--- config.mk ---
export PLATFORM = sky130hd
export DESIGN_NAME = b2_serial_adder
export DESIGN_NICKNAME = d
export VERILOG_FILES = /design/src/rtl/b2_serial_adder.sv
export SDC_FILE = /design/constraint.sdc
export NUM_CORES = 1
export LEC_CHECK = 0
export BUFFER_PORTS_ARGS = -buffer_cell sky130_fd_sc_hd__buf_2
export CORE_ASPECT_RATIO = 1.25
export CORE_MARGIN = 3
export CORE_UTILIZATION = 53
export DETAILED_ROUTE_END_ITERATION = 8
export HOLD_SLACK_MARGIN = 0.06
export PLACE_DENSITY = 0.76
export SKIP_LAST_GASP = 1
export SYNTH_ARGS = -nofsm -noshare
export SYNTH_HDL_FRONTEND = slang
export SYNTH_SLANG_ARGS = --single-unit
--- constraint.sdc ---
create_clock -name clock -period 1.5 [get_ports clock]
set_input_delay 0.375 -clock clock [delete_from_list [all_inputs] [get_ports clock]]
set_output_delay 0.375 -clock clock [all_outputs]
set_load 0.05 [all_outputs]
--- src/rtl/b2_serial_adder.sv ---
// Bit-serial add/subtract unit: one full-adder cell and a carry flop, LSB first.
// Operands arrive on a start/ready handshake; results leave on a valid/ack handshake.
module b2_serial_adder #(
  parameter int N = 8
) (
  input  logic         clock,
  input  logic         reset,
  input  logic         start,
  output logic         ready,
  input  logic [N-1:0] x,
  input  logic [N-1:0] y,
  input  logic         cin,
  input  logic         sub,
  output logic [N-1:0] s,
  output logic         cout,
  output logic         ovf,
  output logic         out_valid,
  input  logic         out_ack
);

  localparam int CW = $clog2(N);

  typedef enum logic [1:0] {IDLE, RUN, DONE} state_t;

  state_t        state;
  logic [N-1:0]  a_reg;
  logic [N-1:0]  b_reg;
  logic [N-1:0]  r_reg;
  logic [N-1:0]  r_next;
  logic          carry;
  logic [CW-1:0] bit_cnt;
  logic          sum_bit;
  logic          carry_next;
  logic          last_bit;

  always_comb begin
    sum_bit    = a_reg[0] ^ b_reg[0] ^ carry;
    carry_next = (a_reg[0] & b_reg[0]) | (a_reg[0] & carry) | (b_reg[0] & carry);
    r_next     = {sum_bit, r_reg[N-1:1]};
    last_bit   = (bit_cnt == CW'(N - 1));
  end

  always_ff @(posedge clock) begin
    if (reset) begin
      state     <= IDLE;
      ready     <= 1'b1;
      out_valid <= 1'b0;
      s         <= '0;
      cout      <= 1'b0;
      ovf       <= 1'b0;
      a_reg     <= '0;
      b_reg     <= '0;
      r_reg     <= '0;
      carry     <= 1'b0;
      bit_cnt   <= '0;
    end else begin
      case (state)
        IDLE: begin
          if (start) begin
            a_reg   <= x;
            // Subtraction is x + ~y + 1, so invert y and force the carry-in.
            b_reg   <= sub ? ~y : y;
            carry   <= sub | cin;
            bit_cnt <= '0;
            ready   <= 1'b0;
            state   <= RUN;
          end
        end
        RUN: begin
          carry <= carry_next;
          a_reg <= a_reg >> 1;
          b_reg <= b_reg >> 1;
          r_reg <= r_next;
          if (last_bit) begin
            // carry here is still the carry into the MSB.
            s         <= r_next;
            cout      <= carry_next;
            ovf       <= carry ^ carry_next;
            out_valid <= 1'b1;
            state     <= DONE;
          end else begin
            bit_cnt <= bit_cnt + CW'(1);
          end
        end
        DONE: begin
          if (out_ack) begin
            out_valid <= 1'b0;
            ready     <= 1'b1;
            state     <= IDLE;
          end
        end
        default: begin
          state     <= IDLE;
          ready     <= 1'b1;
          out_valid <= 1'b0;
        end
      endcase
    end
  end

endmodule

==> results.toml, run 1 <==
[detailed_routing]
drtIter0Drc = 23
ant_nets = 0
drt-vias-per-instance = 5.581
drt_wl_total_um = 3635
vias = 1490
wl_per_cell_um = 13.61
drc = 0
firstDrtPassIters = 4

[synthesis]
ys_types = 30
synth-edff-count = 0
synth_largest_area_cell = "dfxtp_1"
avgSynthCellArea_um2 = 8.771
synth_ff_type = "dfxtp_1"
synth.cell_area_um2 = 1728
ys_ff_latch = 41
yosysWarningCount = 0
ys_seq_area_frac = 0.4750
netlist_instances = 197
synth_commonest_cells = "41 x dfxtp_1, 41 x nand2_1, 29 x a21oi_1, 14 x nor2_1"
syn_nets = 222
async_reset_ff_frac = 0
synthTopCellsByArea = "dfxtp_1 48%, nand2_1 8.9%, a21oi_1 8.4%"
synth.top_cell.area_share = 0.4750

[setup_path]
regToRegStartpoint = "bit_cnt[0]$_SDFFE_PP0P_"
cp.arrival_ns = 1.68
worst-path-max-fanout = 6
reg2reg_depth = 5
cp.required_ns = 1.74
rrSetupSlack_ns = 0.06
r2r_end = "bit_cnt[1]$_SDFFE_PP0P_"
endpoint_kind = "register"
start_kind = "register"
path_class = "reg2reg"

[clocking]
cts_made_buffers = 5
clk_path_buf_depth = 2
h-tree-depth = 2
cts_hold_buffers = 0
worstSkewPairLatency_ns = 0.36
cts_sinks = 41
root_buffer = "clkbuf_4"
cts.clk_slew.worst_paths_ns = 0.14
tritoncts = "built"

[place]
dp_slack_ns = 0.01342
dpl.hpwl_um = 2539
gp_congestion = 0.7279
port_buffers = 33
place_inst = 257

[timing]
final.setup.tns_ns = 0
grt_setup_unrepaired = "no"
fin_ws_ns = 0.05638
worst_pin_slew_ns = 0.3944
maxSlewViolCount = 0
relSlewSlack = 0.7364
final_hold_viol_count = 0
fmax_mhz = 692.7
setup_viol = 0
finClkSkew_ns = 0.01649
min_period_ns = 1.444
post-route-period-util = 0.9624

[power_and_ir_drop]
vdd_drop_max_mv = 1.005
p_sw_uw = 550.7
pwr-share-clk = 0.390
seq_power_share = 0.504
comb_power_share = 0.106
power_density_nw_per_um2 = 1146
power.internal_uw = 1774
total_leakage_power_uw = 0.0008091
total_power_uw = 2325
sw_frac_of_total = 0.2368

[worst_hold_path]
holdPathStages = 3
hp-class = "in2reg"
min_to = "a_reg[3]$_SDFFE_PP0P_"
hold_start = "x[3]"

[finish]
nNetsFinal = 255
drive_gt1_frac = 0.2338
final_cell_count_no_fill = 267
antenna_cells = 0
syn_to_final_growth_pct = 17.45

[global_route]
grt_pass1_vias = 1379
antenna_found_initial = 0
overflow = 0
grt_usage = 0.1853
grt_max_degree = 22
grt_pass1_wl_um = 5892

[outcome]
status = "finished, final reports clean"

[floorplanning]
core_area_um2 = 3028
die_width_um = 57.07
die_height_um = 69.84
rows = 22
initial_utilization = 0.5707
dieArea_um2 = 3986
io_pins = 34

[run]
drv_cap = 0
[how the worst max path moves through the flow]
stage / start / endpoint / depth (start not counted)
after floorplan: bit_cnt[0]$_SDFFE_PP0P_ / bit_cnt[1]$_SDFFE_PP0P_ / 5
after global placement: bit_cnt[0]$_SDFFE_PP0P_ / ovf$_SDFFE_PP0P_ / 5
after detailed placement: start / a_reg[3]$_SDFFE_PP0P_ / 4
after CTS: bit_cnt[0]$_SDFFE_PP0P_ / bit_cnt[1]$_SDFFE_PP0P_ / 5
after global routing: bit_cnt[0]$_SDFFE_PP0P_ / bit_cnt[1]$_SDFFE_PP0P_ / 5
final: bit_cnt[0]$_SDFFE_PP0P_ / bit_cnt[1]$_SDFFE_PP0P_ / 5
[kinds of logic after synthesis]
logic type | synth area share
AOI/OAI and AO/OA | 0.2071
xor gates and xnor gates | 0.04562
adders and majority gates | 0.02607
buffers and inverters | 0.05359
DFF | 0.4750
and+or+nand+nor | 0.1926
[timing repair]
item	in CTS	in global routing
gates resized for setup	0	3
endpoints found under the setup margin	0	29
buffers inserted	0	1
[power groups by stage]
stage	combinational, µW	clock [µW]	sequential [µW]
after global routing	276	961	1180
after global placement	235	0	1190
after CTS	247	914	1170
after detailed placement	246	0	1190
after floorplan	177	0	1190
final	246	906	1170
[layer usage]
metal,wire length [µm],up-vias,GRT usage
li1,-,751,-
met1,1462,699,0.2016
met2,1952,31,0.3266
met3,156,9,0.05400
met4,63,0,0.07732
met5,0,-,0
[area by class of cell]
type | instances | area, µm²
clock buffer | 5 | 37.54
clock inverter | 3 | 68.82
fill | 275 | 998.5
multi-input combinational | 143 | 833.3
sequential | 41 | 822.0
tap | 36 | 45.04
timing repair buffer | 39 | 222.7
[metrics by stage]
step	utilization	hold slack [ns]	cell area, µm²
final	0.6702	0.2483	2029
after global routing	0.6702	0.2431	2029
after CTS	0.6612	0.2428	2002
after detailed placement	0.6260	0.4454	1896
after global placement	0.6260	0.4382	1896
after floorplan	-	0.4322	1728
[worst max-delay path: stages (launching register included)]
cell	delay (ns)
dfxtp_1	0.35
ha_1	0.20
ha_2	0.21
or3b_1	0.40
nand3_1	0.11
a21oi_1	0.07
[placed cells by master, fill, tap and decap left out, types with 2 or more instances in the layout]
master,count
or3b_1,2
nand2_1,41
nand3_1,3
buf_4,5
dfxtp_1,40
a21oi_1,29
o22ai_1,7
a22oi_1,9
xnor2_1,8
nand2b_1,4
nor2_1,14
a211oi_1,9
bufinv_16,2
buf_2,33
clkbuf_4,5
No activity file was read; power rests on OpenSTA's default activity.
==> run 2, diff against run 1 <==
Settings changed: RECOVER_POWER set to 50.
==> results.toml, run 2 (same netlist as run 1, synthesis figures left out) <==
[outcome]
status = "finished, final reports clean"

[detailed_routing]
firstDrtPassIters = 4
drc = 0
ant_nets = 0
drt_wl_total_um = 3634
drtIter0Drc = 22
vias = 1492
drt-vias-per-instance = 5.588
wl_per_cell_um = 13.61

[place]
port_buffers = 33
dpl.hpwl_um = 2539
gp_congestion = 0.7279

[timing]
fmax_mhz = 692.7
relSlewSlack = 0.7364
finClkSkew_ns = 0.01649
grt_setup_unrepaired = "no"
final_hold_viol_count = 0
holdWs_ns = 0.2483
final.setup.tns_ns = 0
maxSlewViolCount = 0
setup_viol = 0
worst_pin_slew_ns = 0.3944
post-route-period-util = 0.9624
min_period_ns = 1.444

[finish]
syn_to_final_growth_pct = 17.45
nNetsFinal = 255
drive_gt1_frac = 0.2338
final_cell_mix = "41 x nand2_1, 40 x dfxtp_1, 29 x a21oi_1, 24 x buf_2, 14 x nor2_1"
antenna_cells = 0
final_common_cell = "nand2_1"

[clocking]
h-tree-depth = 2
worstSkewPairLatency_ns = 0.36
clk_path_buf_depth = 2
cts_made_buffers = 5
cts_hold_buffers = 0
cts_sinks = 41
cts.clk_slew.worst_paths_ns = 0.14
tritoncts = "built"
root_buffer = "clkbuf_4"

[setup_path]
worst-path-max-fanout = 6
cp.required_ns = 1.74
start_kind = "register"
cp.arrival_ns = 1.68
endpoint_kind = "register"
path_class = "reg2reg"
rrSetupSlack_ns = 0.06

[floorplanning]
rows = 22
dieArea_um2 = 3986
io_pins = 34
core_area_um2 = 3028
initial_utilization = 0.5707
die_width_um = 57.07
die_height_um = 69.84

[run]
drv_cap = 0

[global_route]
grt_pass1_vias = 1379
grt_pass1_wl_um = 5892
grt_max_degree = 22
overflow = 0
grt_usage = 0.1853
antenna_found_initial = 0

[power_and_ir_drop]
total_leakage_power_uw = 0.0008022
vdd_drop_max_mv = 1.005
power_density_nw_per_um2 = 1146

[worst_hold_path]
hp-class = "in2reg"
## run 2: changes by cell type in the layout (fill, tap and decap cells not counted), sizes merged
cell	change
buf	-9
clkbuf	+9
## run 2: where the power goes
part / switching [µW] / internal, µW / leakage (µW)
clock: 382 / 524 / 0.0000558
combinational: 134 / 112 / 0.000412
sequential: 35.3 / 1140 / 0.000335
## run 2: layout make-up
cell class / instances / area [µm²]
clock buffer: 5 / 37.54
clock inverter: 3 / 68.82
fill: 275 / 998.5
multi-input combinational: 143 / 833.3
sequential: 41 / 822.0
tap: 36 / 45.04
timing repair buffer: 39 / 222.7
## run 2: worst paths after layout
check                       endpoint  depth (start not counted)                     from
max          bit_cnt[1]$_SDFFE_PP0P_                          5  bit_cnt[0]$_SDFFE_PP0P_
min reg2reg        cout$_SDFFE_PP0P_                          2        cout$_SDFFE_PP0P_
min            a_reg[3]$_SDFFE_PP0P_                          3                     x[3]
max reg2reg  bit_cnt[1]$_SDFFE_PP0P_                          5  bit_cnt[0]$_SDFFE_PP0P_
## run 2: repair_timing
item | 4_1_cts | 5_1_grt
setup endpoints to repair | 0 | 29
buffers inserted | 0 | 1
gates resized for setup | 0 | 3
## run 2: routing by layer
metal / vias to the layer above / routed length [µm] / part of all wire / GRT usage
met3: 9 / 153 / 0.042 / 0.05400
li1: 752 / - / - / -
met5: - / 0 / 0 / 0
met2: 31 / 1952 / 0.54 / 0.3266
met1: 700 / 1464 / 0.40 / 0.2016
met4: 0 / 63 / 0.017 / 0.07732
## run 2: metrics by stage
step / instances / worst slack (ns) / total power (µW) / util / instance area, µm²
2_1_floorplan: 197 / 0.1460 / 1369 / - / 1728
3_3_place_gp: 257 / 0.08625 / 1428 / 0.6260 / 1896
3_5_place_dp: 257 / 0.01342 / 1441 / 0.6260 / 1896
4_1_cts: 265 / 0.02562 / 2333 / 0.6612 / 2002
5_1_grt: 267 / 0.003043 / 2418 / 0.6702 / 2029
6_report: 267 / 0.05638 / 2325 / 0.6702 / 2029
## run 2: critical path: stages, from the launching register on
cell and delay (ns):
dfxtp_1 0.35, ha_1 0.20, ha_2 0.21, or3b_1 0.40, nand3_1 0.11, a21oi_1 0.07
